`config.mk`:
```
export PLATFORM = sky130hd
export DESIGN_NAME = buffer_datos_mem_externa_flat
export DESIGN_NICKNAME = d
export VERILOG_FILES = /design/src/rtl/buffer_datos_mem_externa_if.sv /design/src/rtl/buffer_datos_mem_externa.sv /design/src/flat_wrapper.sv
export SDC_FILE = /design/constraint.sdc
export NUM_CORES = 1
export LEC_CHECK = 0
export BUFFER_PORTS_ARGS = -buffer_cell sky130_fd_sc_hd__buf_2
export CAP_MARGIN = 20
export CORE_ASPECT_RATIO = 1.2
export CORE_MARGIN = 2
export CORE_UTILIZATION = 45
export CTS_CLUSTER_DIAMETER = 50
export CTS_CLUSTER_SIZE = 24
export DETAILED_ROUTE_END_ITERATION = 7
export PLACE_DENSITY = 0.65
export RECOVER_POWER = 50
export SYNTH_ARGS = -nofsm -noshare
export SYNTH_HDL_FRONTEND = slang
export SYNTH_SLANG_ARGS = --single-unit
```
`constraint.sdc`:
```
create_clock -name clk -period 5.45 [get_ports clk]
set_input_delay 1.635 -clock clk [delete_from_list [all_inputs] [get_ports clk]]
set_output_delay 1.635 -clock clk [all_outputs]
set_load 0.01 [all_outputs]
```
`src/rtl/buffer_datos_mem_externa_if.sv`:
```
// Push/pop bus of the external-memory word buffer.
// slave: the buffer; master: read controller plus filter stage.
interface buffer_datos_mem_externa_if #(
   parameter int DATA_WIDTH = 16
);
   logic                  save_mem_data;
   logic [DATA_WIDTH-1:0] dato_mem;
   logic                  buf_space_available;
   logic                  leer_dato;
   logic                  dato_valido;
   logic [DATA_WIDTH-1:0] dato_salida;

   modport slave (
      input  save_mem_data,
      input  dato_mem,
      input  leer_dato,
      output buf_space_available,
      output dato_valido,
      output dato_salida
   );

   modport master (
      output save_mem_data,
      output dato_mem,
      output leer_dato,
      input  buf_space_available,
      input  dato_valido,
      input  dato_salida
   );
endinterface

```
`src/rtl/buffer_datos_mem_externa.sv`:
```
// FWFT circular FIFO for words returned by external memory, with image-completion count.
// Optional sticky overflow/underflow flags: define BUF_MEM_ERRORES_EN.
module buffer_datos_mem_externa #(
   parameter int DATA_WIDTH = 16,
   parameter int ADDR_BITS  = 4,
   parameter int MARGEN     = 1,
   parameter int CNT_WIDTH  = 21
) (
   input  logic                   clk,
   input  logic                   reset,
   input  logic                   limpiar,
   input  logic [CNT_WIDTH-1:0]   lecturas_totales_mem,
   buffer_datos_mem_externa_if.slave bus,
   output logic [ADDR_BITS:0]     nivel,
   output logic [CNT_WIDTH-1:0]   palabras_consumidas,
   output logic                   imagen_completa
`ifdef BUF_MEM_ERRORES_EN
   ,
   output logic                   error_desborde,
   output logic                   error_subdesborde
`endif
);

   localparam int DEPTH = 2**ADDR_BITS;
   localparam logic [ADDR_BITS:0]   NIVEL_LLENO = (ADDR_BITS+1)'(DEPTH);
   localparam logic [CNT_WIDTH-1:0] CNT_MAX     = '1;

   logic [DATA_WIDTH-1:0] mem [DEPTH];
   logic [ADDR_BITS-1:0]  wr_ptr;
   logic [ADDR_BITS-1:0]  rd_ptr;
   logic                  vacio;
   logic                  lleno;
   logic                  pop;
   logic                  push;
   logic [CNT_WIDTH-1:0]  cnt_nx;
   int                    libres;

   assign vacio = (nivel == '0);
   assign lleno = (nivel == NIVEL_LLENO);
   assign pop   = bus.leer_dato & ~vacio;
   // a full buffer still accepts a word when one leaves in the same cycle
   assign push  = bus.save_mem_data & (~lleno | pop);

   assign libres                  = DEPTH - int'(nivel);
   assign bus.buf_space_available = (libres > MARGEN);
   assign bus.dato_valido         = ~vacio;
   assign bus.dato_salida         = mem[rd_ptr];

   assign cnt_nx = (pop && palabras_consumidas != CNT_MAX)
                 ? palabras_consumidas + CNT_WIDTH'(1)
                 : palabras_consumidas;

   always_ff @(posedge clk) begin
      if (push && !reset && !limpiar)
         mem[wr_ptr] <= bus.dato_mem;
   end

   always_ff @(posedge clk) begin
      if (reset || limpiar) begin
         wr_ptr              <= '0;
         rd_ptr              <= '0;
         nivel               <= '0;
         palabras_consumidas <= '0;
         imagen_completa     <= 1'b0;
      end else begin
         if (push)
            wr_ptr <= wr_ptr + ADDR_BITS'(1);
         if (pop)
            rd_ptr <= rd_ptr + ADDR_BITS'(1);
         if (push && !pop)
            nivel <= nivel + (ADDR_BITS+1)'(1);
         else if (pop && !push)
            nivel <= nivel - (ADDR_BITS+1)'(1);
         palabras_consumidas <= cnt_nx;
         if (lecturas_totales_mem != '0 && cnt_nx == lecturas_totales_mem)
            imagen_completa <= 1'b1;
      end
   end

`ifdef BUF_MEM_ERRORES_EN
   always_ff @(posedge clk) begin
      if (reset || limpiar) begin
         error_desborde    <= 1'b0;
         error_subdesborde <= 1'b0;
      end else begin
         if (bus.save_mem_data && lleno && !pop)
            error_desborde <= 1'b1;
         if (bus.leer_dato && vacio)
            error_subdesborde <= 1'b1;
      end
   end
`endif

endmodule
```
`src/flat_wrapper.sv`:
```
// flat-port wrapper written by rule: the top's interface ports become plain ports
module buffer_datos_mem_externa_flat 
#(
   parameter int DATA_WIDTH = 16,
   parameter int ADDR_BITS  = 4,
   parameter int MARGEN     = 1,
   parameter int CNT_WIDTH  = 21
)
  (clk, reset, limpiar, lecturas_totales_mem, nivel, palabras_consumidas, imagen_completa, bus_save_mem_data, bus_dato_mem, bus_leer_dato, bus_buf_space_available, bus_dato_valido, bus_dato_salida);
  buffer_datos_mem_externa_if #(.DATA_WIDTH(DATA_WIDTH)) bus_i ();
  input  logic clk;
  input  logic reset;
  input  logic limpiar;
  input  logic [CNT_WIDTH-1:0] lecturas_totales_mem;
  output logic [ADDR_BITS:0] nivel;
  output logic [CNT_WIDTH-1:0] palabras_consumidas;
  output logic imagen_completa;
  input wire logic [$bits(bus_i.save_mem_data)-1:0] bus_save_mem_data;
  input wire logic [$bits(bus_i.dato_mem)-1:0] bus_dato_mem;
  input wire logic [$bits(bus_i.leer_dato)-1:0] bus_leer_dato;
  output wire logic [$bits(bus_i.buf_space_available)-1:0] bus_buf_space_available;
  output wire logic [$bits(bus_i.dato_valido)-1:0] bus_dato_valido;
  output wire logic [$bits(bus_i.dato_salida)-1:0] bus_dato_salida;
  assign bus_i.save_mem_data = bus_save_mem_data;
  assign bus_i.dato_mem = bus_dato_mem;
  assign bus_i.leer_dato = bus_leer_dato;
  assign bus_buf_space_available = bus_i.buf_space_available;
  assign bus_dato_valido = bus_i.dato_valido;
  assign bus_dato_salida = bus_i.dato_salida;
  buffer_datos_mem_externa #(.DATA_WIDTH(DATA_WIDTH), .ADDR_BITS(ADDR_BITS), .MARGEN(MARGEN), .CNT_WIDTH(CNT_WIDTH)) u_core (.clk(clk), .reset(reset), .limpiar(limpiar), .lecturas_totales_mem(lecturas_totales_mem), .bus(bus_i), .nivel(nivel), .palabras_consumidas(palabras_consumidas), .imagen_completa(imagen_completa));
endmodule
```
# ---- Word level (Yosys, flattened, before mapping)
# Memory sizes are Yosys's and may differ from the RTL's. A register that Yosys moved wholly into a read port is not among the register bits.
# Cells that the tools add are included.
dict set report word_totals {
  mem_bits_rw 256
  word_cells 42
  register_bits 35
  mem_count 1
}
dict set report op_classes {
  mux 7
  n_reduce_logical 14
  n_eq_ne 3
  n_addsub 6
  n_bitwise 5
  order_cmp 1
}
# memory depth width read_ports rd_clocked_by_memory_dff wr line
set mem_list {}
lappend mem_list {u_core.mem 16 16 1 1 1 buffer_datos_mem_externa.sv:28} ;# logic [DATA_WIDTH-1:0] mem [DEPTH];
# cell n
set ops {}
lappend ops {{$gt 32x2->1 const B} 1}
lappend ops {{$add 21x1->21 const B} 1}
lappend ops {{$eq 21x21->1} 1}
lappend ops {{$mux 21} 1}
lappend ops {{$ne 21x21->1 const B} 1}
lappend ops {{$reduce_bool 21->1} 1}
lappend ops {{$mux 5} 2}
lappend ops {{$add 4x1->4 const B} 2}
lappend ops {{$mux 4} 2}
lappend ops {{$logic_and 1x1->1} 6}
lappend ops {{$sub 5x5->6 const A} 1}
lappend ops {{$add 5x1->5 const B} 1}
lappend ops {{$eq 5x5->1 const B} 1}
lappend ops {{$logic_not 5->1} 1}
lappend ops {{$sub 5x1->5 const B} 1}
lappend ops {{$logic_not 1->1} 4}
lappend ops {{$and 1x1->1} 2}
lappend ops {{$mux 1} 2}
lappend ops {{$not 1->1} 2}
lappend ops {{$reduce_bool 2->1} 1}
lappend ops {{$logic_or 1x1->1} 1}
lappend ops {{$or 1x1->1} 1}

# ---- Depth between registers and ports, before layout
# Gate-level depths: netlist of the first run.
dict set report depth {
  ltp_word 9
  mapped_depth 16
  depth_no_buf 14
}

# ---- Worst setup path after synthesis of the first run
# Ideal clock, no wire load.
dict set report synth_timing {
  path_kind {input to register}
  from {input bus_leer_dato}
  to {memory u_core.mem[0][0] (enable)}
  arrival_ps 4004
  required_time_ps 5041
  setup_time_ps 409
  setup_slack_ps 1036
  cell_stages 8
  path_cell_list {nor2b_1 > buf_2 > inv_1 > clkbuf_1 > a21boi_1 > and2_1 > nand2_1 > nor3_1}
}
dict set report synth_between {
  elab_chain_len 7
}
# item line
set synth_rtl {}
lappend synth_rtl {{from (decl)} flat_wrapper.sv:20} ;# input wire logic [$bits(bus_i.leer_dato)-1:0] bus_leer_dato;
lappend synth_rtl {{$and 1x1->1} buffer_datos_mem_externa.sv:40} ;# assign pop = bus.leer_dato & ~vacio;
lappend synth_rtl {{$or 1x1->1} buffer_datos_mem_externa.sv:42} ;# assign push = bus.save_mem_data & (~lleno | pop);
lappend synth_rtl {{$and 1x1->1} buffer_datos_mem_externa.sv:42}
lappend synth_rtl {{$logic_and 1x1->1 (2 in series)} buffer_datos_mem_externa.sv:54} ;# if (push && !reset && !limpiar)
lappend synth_rtl {{$mux 1} buffer_datos_mem_externa.sv:54}
lappend synth_rtl {{$mux 1 (not written as such)} buffer_datos_mem_externa.sv:55} ;# mem[wr_ptr] <= bus.dato_mem;
lappend synth_rtl {{to (decl)} buffer_datos_mem_externa.sv:28}
# No other way between the ends.

==> results of run 1 <==
## cell usage in the layout, fill, tap and decap left out, drive strengths merged, types with 3 or more instances in the layout
master	instances
dfxtp	39
ha	12
nand2	27
inv	23
clkbuf	67
mux2i	3
o22ai	5
clkinv	6
nor3	15
edfxtp	256
a21oi	14
xor2	20
nand4	13
o2111a	3
nor3b	4
or4	3
nor4	7
nand2b	6
or3	4
nand3	13
xnor2	21
a211oi	4
nor2	62
a41o	3
o21ai	6
and4	8
nor2b	3
buf	61
and3	4
mux4	80
## cells by family after synthesis
logic type,share of synthesized area (%)
muxes,14.8
buffers and inverters,1.60
AOI/OAI and AO/OA,3.38
xor gates and xnor gates,3.26
DFF,68.1
and+or+nand+nor,7.52
adders and majority gates,1.37
## critical path: cells and delay by family (launching register included)
| family | cells | cell delay (ns) |
|---|---|---|
| flip-flops | 1 | 0.83 |
| multiplexers | 2 | 0.90 |
| buffers and inverters | 2 | 0.61 |
## sequential cells by signal, summed over array words and instances (netlist names), named ones only
register / cells
u_core.rd_ptr: 4
u_core.palabras_consumidas: 21
u_core.imagen_completa: 1
u_core.mem: 256
u_core.nivel: 5
u_core.wr_ptr: 4
## cells in the mapped netlist, drive strengths merged, types with 3 or more instances
| cell type | instances |
|---|---|
| and3 | 4 |
| nand2b | 6 |
| inv | 12 |
| xnor2 | 21 |
| a211oi | 4 |
| mux2i | 3 |
| dfxtp | 39 |
| clkbuf | 24 |
| nor4 | 7 |
| nand2 | 27 |
| xor2 | 20 |
| o22ai | 5 |
| o2111a | 3 |
| nand4 | 13 |
| a21oi | 14 |
| a41o | 3 |
| ha | 12 |
| or4 | 3 |
| mux4 | 80 |
| nor2 | 62 |
| and4 | 8 |
| o21ai | 6 |
| nand3 | 13 |
| or3 | 4 |
| buf | 15 |
| edfxtp | 256 |
| nor3b | 4 |
| nor2b | 3 |
| nor3 | 15 |
## power by group
group          switching, W  internal [W]  leakage [nW]
Clock              0.000963       0.00103         0.458
Combinational      0.000233      0.000200          1.41
Sequential        0.0000300       0.00247          2.62
Total               0.00123       0.00370          4.48
## metal layers
metal	wire length (µm)	part of all wire, %	vias to the layer above	track usage, %
met3	1490	5.3	41	2.92
met5	16	0.057	-	0
met1	11200	40	3607	25.0
li1	-	-	3066	-
met4	544	1.9	2	4.66
met2	14900	53	236	35.8
## worst paths after layout
| check | from | to | slack, ns | cells past startpoint |
|---|---|---|---|---|
| max | register | bus_dato_salida[8] | 0.91 | 4 |
| max reg2reg | u_core.nivel[1] | u_core.nivel[4] | 1.41 | 13 |
| min reg2reg | u_core.imagen_completa | u_core.imagen_completa | 0.45 | 2 |
| min | u_core.imagen_completa | u_core.imagen_completa | 0.45 | 2 |
## per-stage QoR
stage                     total power (W)  utilization [%]  hold WS [ns]
final                             0.00493             52.3         0.455
after detailed placement          0.00299             49.0         0.442
after floorplan                   0.00283                -         0.468
after global routing              0.00509             52.3         0.469
after global placement            0.00298             49.0         0.444
after CTS                         0.00497             52.5         0.452
## area by class of cell
cell class                      count  area [µm²]  share of cell area, %
Sequential cell                   295        8470                   59.7
Multi-Input combinational cell    375        3810                   26.8
Clock buffer                       28         679                   4.78
Timing Repair Buffer              100         499                   3.52
Tap cell                          340         425                   3.00
Clock inverter                     20         270                   1.90
Inverter                           12        45.0                  0.317
==> summary.txt, run 1 <==
Outcome
  – Run status: complete, no violations

Timing
  – Least setup slack across all paths after layout: 0.912 ns
  – Part of the cycle the worst path needs: 83.3%
  – Layout Skew: 0.0220 ns
  – Highest clock rate: 0.220 GHz
  – Setup_tns: 0 ns
  – Final number of hold-violating endpoints: 0
  – Clock period minus worst slack: 4.54 ns
  – Finish-stage setup viols: 0
  – Number of pins with negative max-slew slack in the final report: 0
  – Setup repair after global routing missed its margin: no
  – Relative slew slack: 27.5%
  – Slew @ Worst Pin: 1.09 ns

Synth
  – Main synth FF type: edfxtp_1
  – Proportion of register bits with asynchronous set or reset after synthesis: 0%
  – Area share of the largest cell type after synthesis: 61.8%
  – Synth cell types: 63
  – #FFs+latches synth: 295
  – Synthesis Warnings: 0
  – Mean post-synth cell area: 17.3 µm²
  – Cells after synthesis: 721
  – Syn Nets: 776
  – Dominant cell type by area after synthesis: edfxtp_1
  – Count of flip-flops with a built-in enable after synthesis: 256
  – Leading post-synthesis cells by cell area: edfxtp_1 (62%), mux4_2 (14%), dfxtp_1 (6.3%)
  – Mapped Area: 12,400 µm²
  – Sequential cell area fraction in the yosys report: 68.1%

Hold path
  – Type of the most critical hold path: register to register

Clocking
  – Clock sinks: 295
  – Clock latency of the later-clocked register in the worst-skew pair: 0.54 ns
  – Clock tree from TritonCTS: built
  – Number of buffers inserted during clock tree synthesis: 26
  – Clock Tree Buf Depth: 3
  – H-tree level count: 1
  – Post-cts sizing count: 0
  – Master cell of the clock root buffer: clkbuf_16
  – Clock-pin slew on the worst setup and hold paths: 0.08 ns
  – CTS hold repair buffers: 0
  – Buffers inserted during post-CTS setup optimization: 0

Route
  – DR pass1 iterations: 5
  – Vias per cell: 5.94
  – Total length of routed wires: 28.2 mm
  – Average wire per cell in the routed design: 24.1 µm
  – Remaining DRCs: 0
  – Starting DRC count in detailed routing: 468
  – DRT antenna net count: 0
  – Total via count in the routed design: 6,952

Layout
  – Number of fillers in the final layout: 2,178
  – Synth-to-layout area growth: 14.1%
  – Fraction of layout cells with a size suffix above 1: 25.5%
  – Post-layout instance count excluding filler cells: 1,170
  – N_diodes: 0
  – Nets: 865
  – Post-route cell area: 14,200 µm²

Die
  – Top-level I/O count: 87
  – Full die area: 29,000 µm²
  – Placeable core region: 27,200 µm²
  – Std cell rows: 66
  – Starting Density: 45.8%
  – Floorplan die width: 156 µm
  – Die height: 186 µm

Global routing
  – Vias in the first global route: 7,138
  – Total routing resource utilization after global routing: 19.7%
  – Global-route wire length before repair: 43.0 mm
  – Initial antenna violation count: 1
  – GRT Residual Overflow: 0
  – Pin count of the biggest net entering global routing: 36

Worst setup path
  – Type of origin of the critical path: register
  – CP arrival: 2.90 ns
  – Worst Setup End Kind: output port
  – Critical-path top delay cell: dfxtp_2
  – Cell Chain, Critical Path: buf_4 > mux4_2 > mux4_2 > buf_2
  – Most frequent cell on the critical path: mux4_2
  – Crit Path Max Fanout: 28
  – Endpoint required time on the critical path: 3.82 ns
  – Delay of the slowest cell on the worst path: 0.83 ns
  – Type of the setup path with the least slack: register to output port

Placement
  – Worst slack after detailed placement: 0.569 ns
  – Placed Instances: 1,122
  – Final HPWL DP: 19.0 mm
  – Gp weighted congestion: 0.919
  – Cell area after placement: 13,300 µm²
  – Count of port buffers added during placement: 86

Power and ir drop
  – Cell leakage power: 4.48 nW
  – Areal power density over the cells: 347 nW/µm²
  – Worst VDD drop: 0.000229 V

Job
  – Max-cap violations: 0
Note: power is estimated with default switching activity, not from simulation.
==> run 2: changes to the inputs <==
Settings changed: PLACE_DENSITY 0.65 to 0.68.
Clock period 5.45 ns to 4 ns, I/O delays scaled along.
==> summary.txt, run 2 (synthesis results as in run 1) <==
Clocking
  – Clock latency of the later-clocked register in the worst-skew pair: 0.55 ns (about the same)
  – Clock sinks: 295 (unchanged)
  – Clock-pin slew on the worst setup and hold paths: 0.07 ns (about the same)
  – Clock tree from TritonCTS: built
  – Post-cts sizing count: 0 (unchanged)
  – Clock Tree Buf Depth: 3 (unchanged)
  – Number of buffers inserted during clock tree synthesis: 25 (-3.8%)
  – Master cell of the clock root buffer: clkbuf_16
  – Buffers inserted during post-CTS setup optimization: 0 (unchanged)
  – CTS hold repair buffers: 0 (unchanged)
  – H-tree level count: 1 (unchanged)

Route
  – Average wire per cell in the routed design: 22.2 µm (-7.8%)
  – DRT antenna net count: 0 (unchanged)
  – Total length of routed wires: 26.4 mm (-6.3%)
  – DR pass1 iterations: 5 (unchanged)
  – Starting DRC count in detailed routing: 429 (-8.3%)
  – Vias per cell: 5.82 (-2.1%)
  – Total via count in the routed design: 6,916 (-0.52%)
  – Remaining DRCs: 0 (unchanged)

Layout
  – Synth-to-layout area growth: 15.5%
  – Nets: 884 (+2.2%)
  – Post-Route Utilization: 52.9% (+0.62 points)
  – Leading registers by flop count: u_core.mem (256), u_core.palabras_consumidas (21), u_core.nivel (5)
  – Number of flip-flops under the largest register name: 256 (unchanged)
  – Top register by number of flip-flops: u_core.mem
  – Post-route cell area: 14,400 µm² (+1.2%)
  – Commonest non-fill, non-tap cell in the layout: edfxtp_1
  – Fraction of layout cells with a size suffix above 1: 27.2% (+1.7 points)
  – Top library cells by usage in the layout, fill and taps aside: edfxtp_1 (256), mux4_2 (80), buf_2 (52)

Global routing
  – GRT Residual Overflow: 0 (unchanged)
  – Fraction of met2 tracks used by global routing: 33.0% (-2.9 points)
  – Global-route wire length before repair: 41.2 mm (-4.1%)
  – Vias in the first global route: 7,204 (+0.92%)
  – Global Route met1 Usage: 24.1% (-0.87 points)
  – Total routing resource utilization after global routing: 18.8% (-0.85 points)
  – GR met3 Demand/Resource: 2.73% (-0.19 points)
  – Initial antenna violation count: 1 (unchanged)
  – Pin count of the biggest net entering global routing: 36 (unchanged)
  – Most congested layer reported by global routing: met2

Worst setup path
  – Type of the setup path with the least slack: register to output port
  – Crit Path Max Fanout: 19 (-32%)
  – Critical-path top delay cell: dfxtp_4
  – Cell Chain, Critical Path: buf_12 > mux4_2 > mux4_2 > buf_2
  – Worst Setup End Kind: output port
  – Kind of cell with the highest combined delay on the critical path: multiplexers
  – CP arrival: 2.63 ns (-0.27 ns)
  – Most frequent cell on the critical path: mux4_2
  – Delay of the slowest cell on the worst path: 0.63 ns (-0.20 ns)
  – Type of origin of the critical path: register
  – Number of buffers and inverters on the critical path: 2 (unchanged)
  – Endpoint required time on the critical path: 2.80 ns (-1.02 ns)

Power and ir drop
  – Areal power density over the cells: 460 nW/µm² (+33%)
  – P_int: 0.00506 W (+37%)
  – Overall power after layout: 0.00661 W (+34%)
  – Sw frac: 23.4% (-1.4 points)
  – Worst VDD drop: 0.000316 V (+38%)
  – Switching power total: 0.00155 W (+26%)
  – Proportion of power drawn by combinational gates: 8.9% (about the same)
  – Clock share of power: 39.5% (-1.0 points)
  – Sequential fraction of design power: 51.5% (+0.8 points)
  – Cell leakage power: 4.58 nW (+2.2%)

Timing
  – Setup repair after global routing missed its margin: no
  – Final number of hold-violating endpoints: 0 (unchanged)
  – Slew @ Worst Pin: 0.892 ns (-0.195 ns)
  – Number of pins with negative max-slew slack in the final report: 0 (unchanged)
  – Least setup slack across all paths after layout: 0.175 ns (-0.737 ns)
  – Layout Skew: 0.0124 ns (-0.00951 ns)
  – Relative slew slack: 40.0% (+13 points)
  – Highest clock rate: 0.261 GHz
  – Setup_tns: 0 ns (unchanged)
  – Part of the cycle the worst path needs: 95.6%
  – Clock period minus worst slack: 3.83 ns
  – Finish-stage setup viols: 0 (unchanged)

Hold path
  – Type of the most critical hold path: register to register

Outcome
  – Run status: complete, no violations

Placement
  – Cell area after placement: 13,500 µm² (+1.6%)
  – Gp weighted congestion: 0.969 (+5.4%)
  – Count of port buffers added during placement: 86 (unchanged)
  – Worst slack after detailed placement: 0.594 ns (+0.0250 ns)
  – Final HPWL DP: 16.7 mm (-12%)

Die
  – Placeable core region: 27,200 µm² (unchanged)
  – Top-level I/O count: 87 (unchanged)
  – Starting Density: 45.8% (unchanged)
  – Std cell rows: 66 (unchanged)
  – Die height: 186 µm (unchanged)
  – Full die area: 29,000 µm² (unchanged)
  – Floorplan die width: 156 µm (unchanged)

Job
  – Max-cap violations: 0 (unchanged)
## run 2: cell types whose count changed in the layout (fill, tap and decap cells not counted), sizes merged
cell    before  now
buf         61   81
inv         23   16
clkinv       6   10
bufinv       1    3
clkbuf      67   66
diode        0    1
## run 2: final cells by class
cell class / instances / area, µm²
antenna: 1 / 2.50
clock buffer: 27 / 633
clock inverter: 19 / 277
fill: 2192 / 12800
inverter: 12 / 45.0
multi-input combinational: 375 / 3810
sequential: 295 / 8470
tap: 340 / 425
timing repair buffer: 120 / 699
## run 2: worst paths after layout
path | startpoint | endpoint | slack (ns) | cells after the start
min reg2reg | u_core.imagen_completa | u_core.imagen_completa | 0.48 | 2
max reg2reg | u_core.nivel[0] | u_core.nivel[4] | 0.49 | 13
max | register | bus_dato_salida[15] | 0.17 | 4
min | u_core.imagen_completa | u_core.imagen_completa | 0.48 | 2
## run 2: metal layers
metal,wire [µm],up-vias
li1,-,3109
met1,10700,3535
met2,13600,214
met3,1360,58
met4,807,0
met5,0,-
## run 2: tightest hold or removal path, stage by stage, from the launching register on
cell	delay (ns)
dfxtp_1	0.33
nand2_1	0.06
o21ai_1	0.05
## run 2: through the flow
stage	hold slack (ns)	std cells
floorplan	0.468	721
global placement	0.472	1142
detailed placement	0.466	1142
CTS	0.477	1188
global route	0.503	1188
finish	0.481	1189
## run 2: power by group through the flow
| stage | Clock [W] | Combinational, W | Sequential, W |
|---|---|---|---|
| floorplan | 0 | 0.000407 | 0.00346 |
| finish | 0.00261 | 0.000591 | 0.00340 |
| global placement | 0 | 0.000601 | 0.00347 |
| CTS | 0.00266 | 0.000612 | 0.00340 |
| detailed placement | 0 | 0.000609 | 0.00347 |
| global route | 0.00280 | 0.000651 | 0.00341 |
==> run 3: changes to the inputs <==
Settings changed: REMOVE_ABC_BUFFERS set to 1.
==> summary.txt, run 3 (synthesis results as in run 1) <==
Outcome
  – Run status: complete, no violations

Route
  – Total length of routed wires: 26.4 mm (-0.16%)
  – Starting DRC count in detailed routing: 435 (+1.4%)
  – Vias per cell: 5.85 (+0.58%)
  – Remaining DRCs: 0 (unchanged)
  – DRT antenna net count: 0 (unchanged)
  – DR pass1 iterations: 5 (unchanged)
  – Average wire per cell in the routed design: 22.1 µm (-0.66%)
  – Total via count in the routed design: 6,991 (+1.1%)

Power and ir drop
  – Proportion of power drawn by combinational gates: 8.7% (-0.2 points)
  – Sequential fraction of design power: 49.5% (-2.0 points)
  – Worst VDD drop: 0.000355 V (+12%)
  – Cell leakage power: 4.65 nW (+1.5%)
  – Areal power density over the cells: 475 nW/µm² (+3.2%)
  – Sw frac: 23.6% (+0.10 points)
  – Overall power after layout: 0.00687 W (+4.0%)
  – Clock share of power: 41.8% (+2.3 points)
  – P_int: 0.00525 W (+3.8%)
  – Switching power total: 0.00162 W (+4.4%)

Die
  – Top-level I/O count: 87 (unchanged)
  – Full die area: 29,000 µm² (unchanged)
  – Placeable core region: 27,200 µm² (unchanged)
  – Floorplan die width: 156 µm (unchanged)
  – Std cell rows: 66 (unchanged)
  – Die height: 186 µm (unchanged)
  – Starting Density: 45.8% (unchanged)

Timing
  – Part of the cycle the worst path needs: 93.7% (-1.9 points)
  – Least setup slack across all paths after layout: 0.252 ns (+0.0776 ns)
  – Number of pins with negative max-slew slack in the final report: 0 (unchanged)
  – Setup repair after global routing missed its margin: no
  – Layout Skew: 0.0137 ns (+0.00128 ns)
  – Final number of hold-violating endpoints: 0 (unchanged)
  – Setup_tns: 0 ns (unchanged)
  – Highest clock rate: 0.267 GHz (+2.1%)
  – Relative slew slack: 50.2% (+10 points)
  – Finish-stage setup viols: 0 (unchanged)
  – Slew @ Worst Pin: 0.740 ns (-0.152 ns)
  – Clock period minus worst slack: 3.75 ns (-0.0776 ns)

Layout
  – Fraction of layout cells with a size suffix above 1: 27.6% (+0.39 points)
  – Synth-to-layout area growth: 16.3%
  – Multi-input gate area in the final layout: 3810 µm² (about the same)
  – Number of flip-flops under the largest register name: 256 (unchanged)
  – Commonest non-fill, non-tap cell in the layout: edfxtp_1
  – Number of fillers in the final layout: 2,130 (-2.8%)
  – Leading registers by flop count: u_core.mem (256), u_core.palabras_consumidas (21), u_core.nivel (5)
  – Top register by number of flip-flops: u_core.mem
  – Top library cells by usage in the layout, fill and taps aside: edfxtp_1 (256), mux4_2 (80), buf_2 (54)
  – Nets: 887 (+0.34%)
  – Sequential cell area: 8470 µm² (unchanged)
  – Post-route cell area: 14,500 µm² (+0.71%)
  – Post-layout instance count excluding filler cells: 1,195 (+0.50%)

Worst setup path
  – Type of origin of the critical path: register
  – CP arrival: 2.55 ns (-0.08 ns)
  – Delay of the slowest cell on the worst path: 0.54 ns (-0.09 ns)
  – Worst R2R Setup Slack: 0.47 ns (-0.02 ns)
  – Number of buffers and inverters on the critical path: 2 (unchanged)
  – R2r worst-path depth: 13 (unchanged)
  – R2R Path Start: u_core.nivel[0]
  – Cell Chain, Critical Path: buf_4 > mux4_2 > mux4_2 > buf_2
  – Type of the setup path with the least slack: register to output port
  – Endpoint required time on the critical path: 2.80 ns (about the same)
  – Worst Setup End Kind: output port
  – Most frequent cell on the critical path: mux4_2
  – Endpoint of the lowest-slack register-to-register path: u_core.nivel[4]
  – Kind of cell with the highest combined delay on the critical path: multiplexers
  – Critical-path top delay cell: dfxtp_4
  – Crit Path Max Fanout: 12 (-7)

Global routing
  – Pin count of the biggest net entering global routing: 36 (unchanged)
  – GRT Residual Overflow: 0 (unchanged)
  – Total routing resource utilization after global routing: 18.3% (-0.52 points)
  – Vias in the first global route: 6,863 (-4.7%)
  – Global-route wire length before repair: 40.2 mm (-2.5%)
  – Initial antenna violation count: 1 (unchanged)

Clocking
  – Master cell of the clock root buffer: clkbuf_16
  – Clock sinks: 295 (unchanged)
  – Clock Tree Buf Depth: 3 (unchanged)
  – Post-cts sizing count: 0 (unchanged)
  – Number of buffers inserted during clock tree synthesis: 29 (+16%)
  – CTS hold repair buffers: 0 (unchanged)
  – Clock tree from TritonCTS: built
  – Clock latency of the later-clocked register in the worst-skew pair: 0.55 ns (about the same)
  – H-tree level count: 1 (unchanged)
  – Buffers inserted during post-CTS setup optimization: 0 (unchanged)
  – Clock-pin slew on the worst setup and hold paths: 0.07 ns (about the same)

Hold path
  – Count of cells along the worst hold path: 2 (unchanged)
  – Worst hold path endpoint: u_core.imagen_completa
  – Hold path startpoint: u_core.imagen_completa
  – Type of the most critical hold path: register to register

Placement
  – Cell area after placement: 13,500 µm² (-0.39%)
  – Placed Instances: 1,140 (-0.18%)
  – Worst slack after detailed placement: 0.537 ns (-0.0571 ns)
  – Count of port buffers added during placement: 86 (unchanged)
  – Final HPWL DP: 16.0 mm (-4.0%)
  – Gp weighted congestion: 0.933 (-3.7%)

Job
  – Max-cap violations: 0 (unchanged)
run 3: routing by layer:
metal	GRT usage [%]	up-vias	wire [µm]
met3	2.69	48	1660
met4	4.66	0	568
met1	25.1	3540	11100
met2	31.2	282	13000
li1	-	3121	-
met5	0	-	0
run 3: cell type report:
class,count,share of cell area (%)
flip-flops and latches,295,58.6
multi-input cells,375,26.3
clock buffers,30,5.04
repair buffers,119,4.68
well taps,340,2.94
clock inverters,23,2.13
inverters,12,0.311
diodes,1,0.0173
run 3: worst max-delay path by stage:
stage,startpoint,to,slack [ns],cells past startpoint
6_report,register,bus_dato_salida[3],0.25,4
5_1_grt,register,bus_dato_salida[3],0.15,4
4_1_cts,register,bus_dato_salida[3],0.06,4
3_5_place_dp,bus_leer_dato,u_core.nivel[4],0.54,13
3_3_place_gp,bus_leer_dato,u_core.nivel[4],0.58,13
2_1_floorplan,register,bus_dato_salida[0],-1.08,2
run 3: worst register-to-register path: stages, from the launching register on:
cell and delay, ns:
dfxtp_1 0.38, nor4_1 0.49, ha_1 0.30, nor2b_1 0.07, inv_1 0.06, clkbuf_1 0.49
ha_1 0.34, inv_1 0.11, ha_1 0.33, a21o_1 0.19, a21oi_1 0.18, xnor2_1 0.09
or3_1 0.30, a21oi_1 0.14
run 3: per-stage QoR:
stage                     utilization [%]  hold WS (ns)
after detailed placement             49.6         0.459
after global routing                 53.3         0.497
after CTS                            53.4         0.470
after global placement               49.6         0.445
final                                53.3         0.471
after floorplan                         -         0.468
run 3: power by group through the flow:
stage,clock network (W),logic [W],registers [W]
floorplan,0,0.000371,0.00349
global placement,0,0.000588,0.00347
detailed placement,0,0.000598,0.00347
CTS,0.00294,0.000601,0.00341
global route,0.00307,0.000656,0.00340
finish,0.00287,0.000595,0.00340
